$ cat src/rtl/ysyx_25060170_lsu.sv
`default_nettype none
// ============================================================================
// Module      : ysyx_25060170_lsu
// Description : Load/store unit between the EXU and the WBU. It accepts one op
//               at a time. Memory ops make a single-beat memory request. Store
//               data is replicated across byte lanes with a byte mask. Load
//               data is lane-extracted and zero/sign-extended. Misaligned ops
//               and memory response errors finish with out_err set.
// Ports       : clk, rst_n                  - clock, sync active-low reset
//               in_valid/in_ready, in_*     - op from EXU
//               mem_req_valid/ready, mem_*  - memory request channel
//               mem_resp_valid, mem_rdata,
//               mem_resp_err                - memory response (always taken)
//               out_valid/out_ready, out_*  - writeback payload to WBU
// Revision    : 1.0 - initial release
// ============================================================================
module ysyx_25060170_lsu (
    input  logic        clk,
    input  logic        rst_n,
    input  logic        in_valid,
    output logic        in_ready,
    input  logic [31:0] in_exu_result,
    input  logic [31:0] in_wdata,
    input  logic [4:0]  in_rd,
    input  logic        in_regw,
    input  logic        in_mem_rd,
    input  logic        in_mem_wr,
    input  logic [1:0]  in_size,
    input  logic        in_sext,
    output logic        mem_req_valid,
    input  logic        mem_req_ready,
    output logic [31:0] mem_addr,
    output logic        mem_wen,
    output logic [31:0] mem_wdata,
    output logic [3:0]  mem_wmask,
    input  logic        mem_resp_valid,
    input  logic [31:0] mem_rdata,
    input  logic        mem_resp_err,
    output logic        out_valid,
    input  logic        out_ready,
    output logic [31:0] out_result,
    output logic [4:0]  out_rd,
    output logic        out_regw,
    output logic        out_err
);

    localparam logic [1:0] c_IDLE = 2'd0;
    localparam logic [1:0] c_REQ  = 2'd1;
    localparam logic [1:0] c_WAIT = 2'd2;
    localparam logic [1:0] c_DONE = 2'd3;

    logic [1:0]  r_state;
    logic [31:0] r_addr;
    logic [31:0] r_wdata;
    logic [3:0]  r_wmask;
    logic        r_wen;
    logic [4:0]  r_rd;
    logic        r_regw;
    logic        r_is_load;
    logic [1:0]  r_size;
    logic        r_sext;
    logic [31:0] r_result;
    logic        r_out_regw;
    logic        r_err;

    logic        w_mem_op;
    logic        w_misaligned;
    logic [3:0]  w_wmask;
    logic [31:0] w_wdata;
    logic [31:0] w_lane;
    logic [31:0] w_load_data;

    assign w_mem_op = in_mem_rd | in_mem_wr;

    // Size 3 is treated as a word, so any size with bit 1 set needs addr[1:0]==0.
    assign w_misaligned = w_mem_op &
                          (((in_size == 2'd1) & in_exu_result[0]) |
                           (in_size[1] & (|in_exu_result[1:0])));

    always_comb begin
        w_wmask = 4'b1111;
        w_wdata = in_wdata;
        case (in_size)
            2'd0: begin
                w_wmask = 4'b0001 << in_exu_result[1:0];
                w_wdata = {4{in_wdata[7:0]}};
            end
            2'd1: begin
                w_wmask = 4'b0011 << in_exu_result[1:0];
                w_wdata = {2{in_wdata[15:0]}};
            end
            default: begin
                w_wmask = 4'b1111;
                w_wdata = in_wdata;
            end
        endcase
    end

    // Shift the addressed lane down to bit 0; word accesses are aligned so the
    // shift is zero for them.
    assign w_lane = mem_rdata >> {r_addr[1:0], 3'b000};

    always_comb begin
        w_load_data = w_lane;
        case (r_size)
            2'd0:    w_load_data = {{24{r_sext & w_lane[7]}}, w_lane[7:0]};
            2'd1:    w_load_data = {{16{r_sext & w_lane[15]}}, w_lane[15:0]};
            default: w_load_data = w_lane;
        endcase
    end

    always_ff @(posedge clk) begin
        if (!rst_n) begin
            r_state    <= c_IDLE;
            r_addr     <= 32'd0;
            r_wdata    <= 32'd0;
            r_wmask    <= 4'd0;
            r_wen      <= 1'b0;
            r_rd       <= 5'd0;
            r_regw     <= 1'b0;
            r_is_load  <= 1'b0;
            r_size     <= 2'd0;
            r_sext     <= 1'b0;
            r_result   <= 32'd0;
            r_out_regw <= 1'b0;
            r_err      <= 1'b0;
        end else begin
            case (r_state)
                c_IDLE: begin
                    if (in_valid) begin
                        r_addr    <= in_exu_result;
                        r_wdata   <= w_wdata;
                        r_rd      <= in_rd;
                        r_regw    <= in_regw;
                        r_is_load <= in_mem_rd;
                        r_size    <= in_size;
                        r_sext    <= in_sext;
                        r_result  <= in_exu_result;
                        // Write strobes only for a store that will be issued.
                        r_wen     <= in_mem_wr & ~w_misaligned;
                        r_wmask   <= (in_mem_wr & ~w_misaligned) ? w_wmask : 4'd0;
                        if (w_misaligned) begin
                            r_err      <= 1'b1;
                            r_out_regw <= 1'b0;
                            r_state    <= c_DONE;
                        end else if (w_mem_op) begin
                            r_err      <= 1'b0;
                            r_out_regw <= 1'b0;
                            r_state    <= c_REQ;
                        end else begin
                            r_err      <= 1'b0;
                            r_out_regw <= in_regw & (|in_rd);
                            r_state    <= c_DONE;
                        end
                    end
                end
                c_REQ: begin
                    if (mem_req_ready) begin
                        r_state <= c_WAIT;
                    end
                end
                c_WAIT: begin
                    if (mem_resp_valid) begin
                        if (mem_resp_err) begin
                            r_err      <= 1'b1;
                            r_result   <= 32'd0;
                            r_out_regw <= 1'b0;
                        end else if (r_is_load) begin
                            r_result   <= w_load_data;
                            r_out_regw <= r_regw & (|r_rd);
                        end
                        r_state <= c_DONE;
                    end
                end
                c_DONE: begin
                    if (out_ready) begin
                        r_state <= c_IDLE;
                    end
                end
                default: r_state <= c_IDLE;
            endcase
        end
    end

    assign in_ready      = (r_state == c_IDLE);
    assign mem_req_valid = (r_state == c_REQ);
    assign mem_addr      = {r_addr[31:2], 2'b00};
    assign mem_wen       = r_wen;
    assign mem_wdata     = r_wdata;
    assign mem_wmask     = r_wmask;
    assign out_valid     = (r_state == c_DONE);
    assign out_result    = r_result;
    assign out_rd        = r_rd;
    assign out_regw      = r_out_regw;
    assign out_err       = r_err;

endmodule
`default_nettype wire

$ cat config.mk
export PLATFORM = sky130hd
export DESIGN_NAME = ysyx_25060170_lsu
export DESIGN_NICKNAME = d
export VERILOG_FILES = /design/src/rtl/ysyx_25060170_lsu.sv
export SDC_FILE = /design/constraint.sdc
export NUM_CORES = 1
export LEC_CHECK = 0
export BUFFER_PORTS_ARGS = -buffer_cell sky130_fd_sc_hd__buf_2
export CAP_MARGIN = 10
export CORE_ASPECT_RATIO = 1.5
export CORE_MARGIN = 2
export CORE_UTILIZATION = 45
export DETAILED_ROUTE_END_ITERATION = 7
export PLACE_DENSITY_LB_ADDON = 0.3
export SKIP_CTS_REPAIR_TIMING = 1
export SLEW_MARGIN = 20
export SYNTH_ARGS = -nofsm -noshare
export SYNTH_HDL_FRONTEND = slang
export SYNTH_SLANG_ARGS = --single-unit
$ cat constraint.sdc
create_clock -name clk -period 2.3 [get_ports clk]
set_input_delay 0.46 -clock clk [delete_from_list [all_inputs] [get_ports clk]]
set_output_delay 0.46 -clock clk [all_outputs]
set_load 0.1 [all_outputs]
==> metrics.md <==
| Metric | Value |
|---|---|
| Netlist area before placement | `0.00617 mm²` |
| Yosys cell types | `51` |
| Startpoint types | `flip-flop` |
| CTS Buf Count | `17` |
| Setup violations, final | `0` |
| Die Area | `0.0147 mm²` |
| Worst-skew pair later-pin latency | `410 ps` |
| Row count | `52` |
| Leakage power | `3.47 nW` |
| GRT overflow | `0` |
| Maximum fanout along the worst path | `15` |
| CP Class | `flip-flop to flip-flop` |
| FILL cells | `1256` |
| Max Root-Sink Buffers | `2` |
| Post-synth ARST share | `0%` |
| Least-Margin Pin Slew | `517 ps` |
| DR iter-0 viols | `240` |
| Via count | `5975` |
| Global-route wire length before repair | `29800 µm` |
| Horiz. Die Dim | `99.6 µm` |
| Nets | `1025` |
| Initial cell density of the core | `45.8%` |
| Hold_ws | `296 ps` |
| Hold crit path type | `input port to flip-flop` |
| Status | `completed` |
| Ys Warns | `0` |
| CP Capture Type | `flip-flop` |
| CTS tree | `done` |
| Detail Route Antenna Nets | `0` |
| Gr usage total | `25.6%` |
| Sequential area share after synthesis | `37.3%` |
| Final min period | `2060 ps` |
| VDD IR max | `0.000670 V` |
| Most frequent cells in the layout | `buf_2, nand2_1, dfxtp_1, a21oi_1, mux2i_1` |
| Unrepaired setup endpoints after global routing | `no` |
| CTS Sinks | `115` |
| Initial antenna violation count | `1` |
| Via density per instance | `5.52` |
| H-Tree Depth | `4` |
| Max Slew Vio Count | `0` |
| Final hold vios | `0` |
| Post-synth EDFFs | `0` |
| FF/Latch Area | `0.00230 mm²` |
| Layout cells sized above 1 | `34.4%` |
| Area grow syn2layout | `26.4%` |
| Clk slew on worst S/H paths | `60 ps` |
| Multi-input gate area | `0.00330 mm²` |
| Dpl hpwl | `14300 µm` |
| Worst Skew | `6.60 ps` |
| PwrDens | `1660 mW/mm²` |
| Wire per inst | `17.7 µm` |
| WP data required | `2610 ps` |
| Vias in the first global route | `5774` |
| Core Region | `0.0135 mm²` |
| DRC viols | `0` |
| Root buffer cell | `clkbuf_16` |
| Final wirelength | `19200 µm` |
| Fmax achieved | `0.485 GHz` |
| Rel. slew slack | `65.5%` |
| #FFs+latches synth | `115` |
| Setup Total Neg Slack | `0 ps` |
| I/O Buffers | `222` |
| Critical Path AT | `2370 ps` |
| Maxcap violations | `0` |
| Cells after Synth | `733` |
| RePlAce Congestion | `0.850` |
| Prevailing post-synth register cell | `dfxtp_1` |
| Final period util | `89.7%` |
| Die H | `147 µm` |
| Largest net degree at the start of global routing | `37` |
| Synth Area per Inst | `8.42 µm²` |
| Most common cell after layout, fill and taps aside | `buf_2` |
| # IOs | `225` |
| TritonRoute pass-1 iters | `5` |
==> flip-flops by register name, summed over array words and instances (netlist names) <==
register    count
r_sext          1
r_is_load       1
out_regw        1
out_result     32
r_state         2
mem_wen         1
out_err         1
r_size          2
mem_wmask       4
out_rd          5
mem_wdata      32
r_regw          1
r_addr         32
==> cell families (layout without fill, tap and decap cells) <==
family / Yosys count / after routing / synth area share [%]
fa+ha+maj: 5 / 5 / 1.01
compound gates: 213 / 213 / 24.8
flops: 115 / 115 / 37.3
buf+inv: 101 / 286 / 9.41
xor+xnor: 2 / 2 / 0.284
mux: 60 / 60 / 10.0
other cells: 1 / 3 / 0.0608
simple gates: 236 / 236 / 17.2
==> stage by stage <==
stage	std cells	instance area, µm²	total power, mW	setup slack (ps)	utilization, %
2_1_floorplan	734	6180	9.02	125	-
3_3_place_gp	1049	7180	10.2	398	53.3
3_5_place_dp	1049	7180	10.2	335	53.3
4_1_cts	1081	7800	13.0	239	57.9
5_1_grt	1081	7800	13.5	66.5	57.9
6_report	1082	7800	13.0	236	57.9
==> cells in the mapped netlist (11+ instances only) <==
master / instances / share of area [%]
and2_1: 11 / 1.1
o21ai_0: 27 / 2.2
buf_4: 37 / 4.5
clkbuf_1: 40 / 2.4
mux2i_1: 55 / 8.9
a221oi_1: 12 / 1.7
o211ai_1: 17 / 2.1
dfxtp_1: 115 / 37
a221oi_2: 19 / 4.6
nand2_1: 136 / 8.3
nand2b_1: 22 / 2.2
a21oi_1: 80 / 6.5
nor2_1: 37 / 2.3
==> power breakdown <==
group / switching (mW) / internal [mW]
combinational: 5.75 / 1.66
clock: 0.974 / 1.79
sequential: 0.294 / 2.51
total: 7.02 / 5.96
==> worst max-delay path, stage by stage (launching register included) <==
cell and delay, ps:
dfxtp_1 330, inv_1 110, ha_1 220, o211a_1 340
o21a_1 260, buf_4 230, o21ai_0 160, a221oi_2 310
==> path summary, 6_finish.rpt <==
path                   start        endpoint  slack (ps)  cells past startpoint
hold / removal       in_sext          r_sext         300                      3
setup reg to reg  r_state[0]  out_result[14]         240                      7
setup / recovery  r_state[0]  out_result[14]         240                      7
hold reg to reg    r_addr[8]       r_addr[8]         450                      2
==> metal layers <==
layer	GRT usage, %	share of wire [%]	vias to the layer above
li1	-	-	2910
met1	28.3	38	2811
met2	45.2	51	223
met3	7.85	7.4	31
met4	10.7	2.9	0
met5	0	0	-
==> area by class of cell <==
type                       instances  area share [%]
antenna                            1          0.0321
clock buffer                      20            5.98
multi-input combinational        518            42.3
tap                              162            2.60
timing repair buffer             249            17.3
inverter                           5           0.257
clock inverter                    12            1.99
sequential                       115            29.5
No activity file was read; power rests on OpenSTA's default activity.
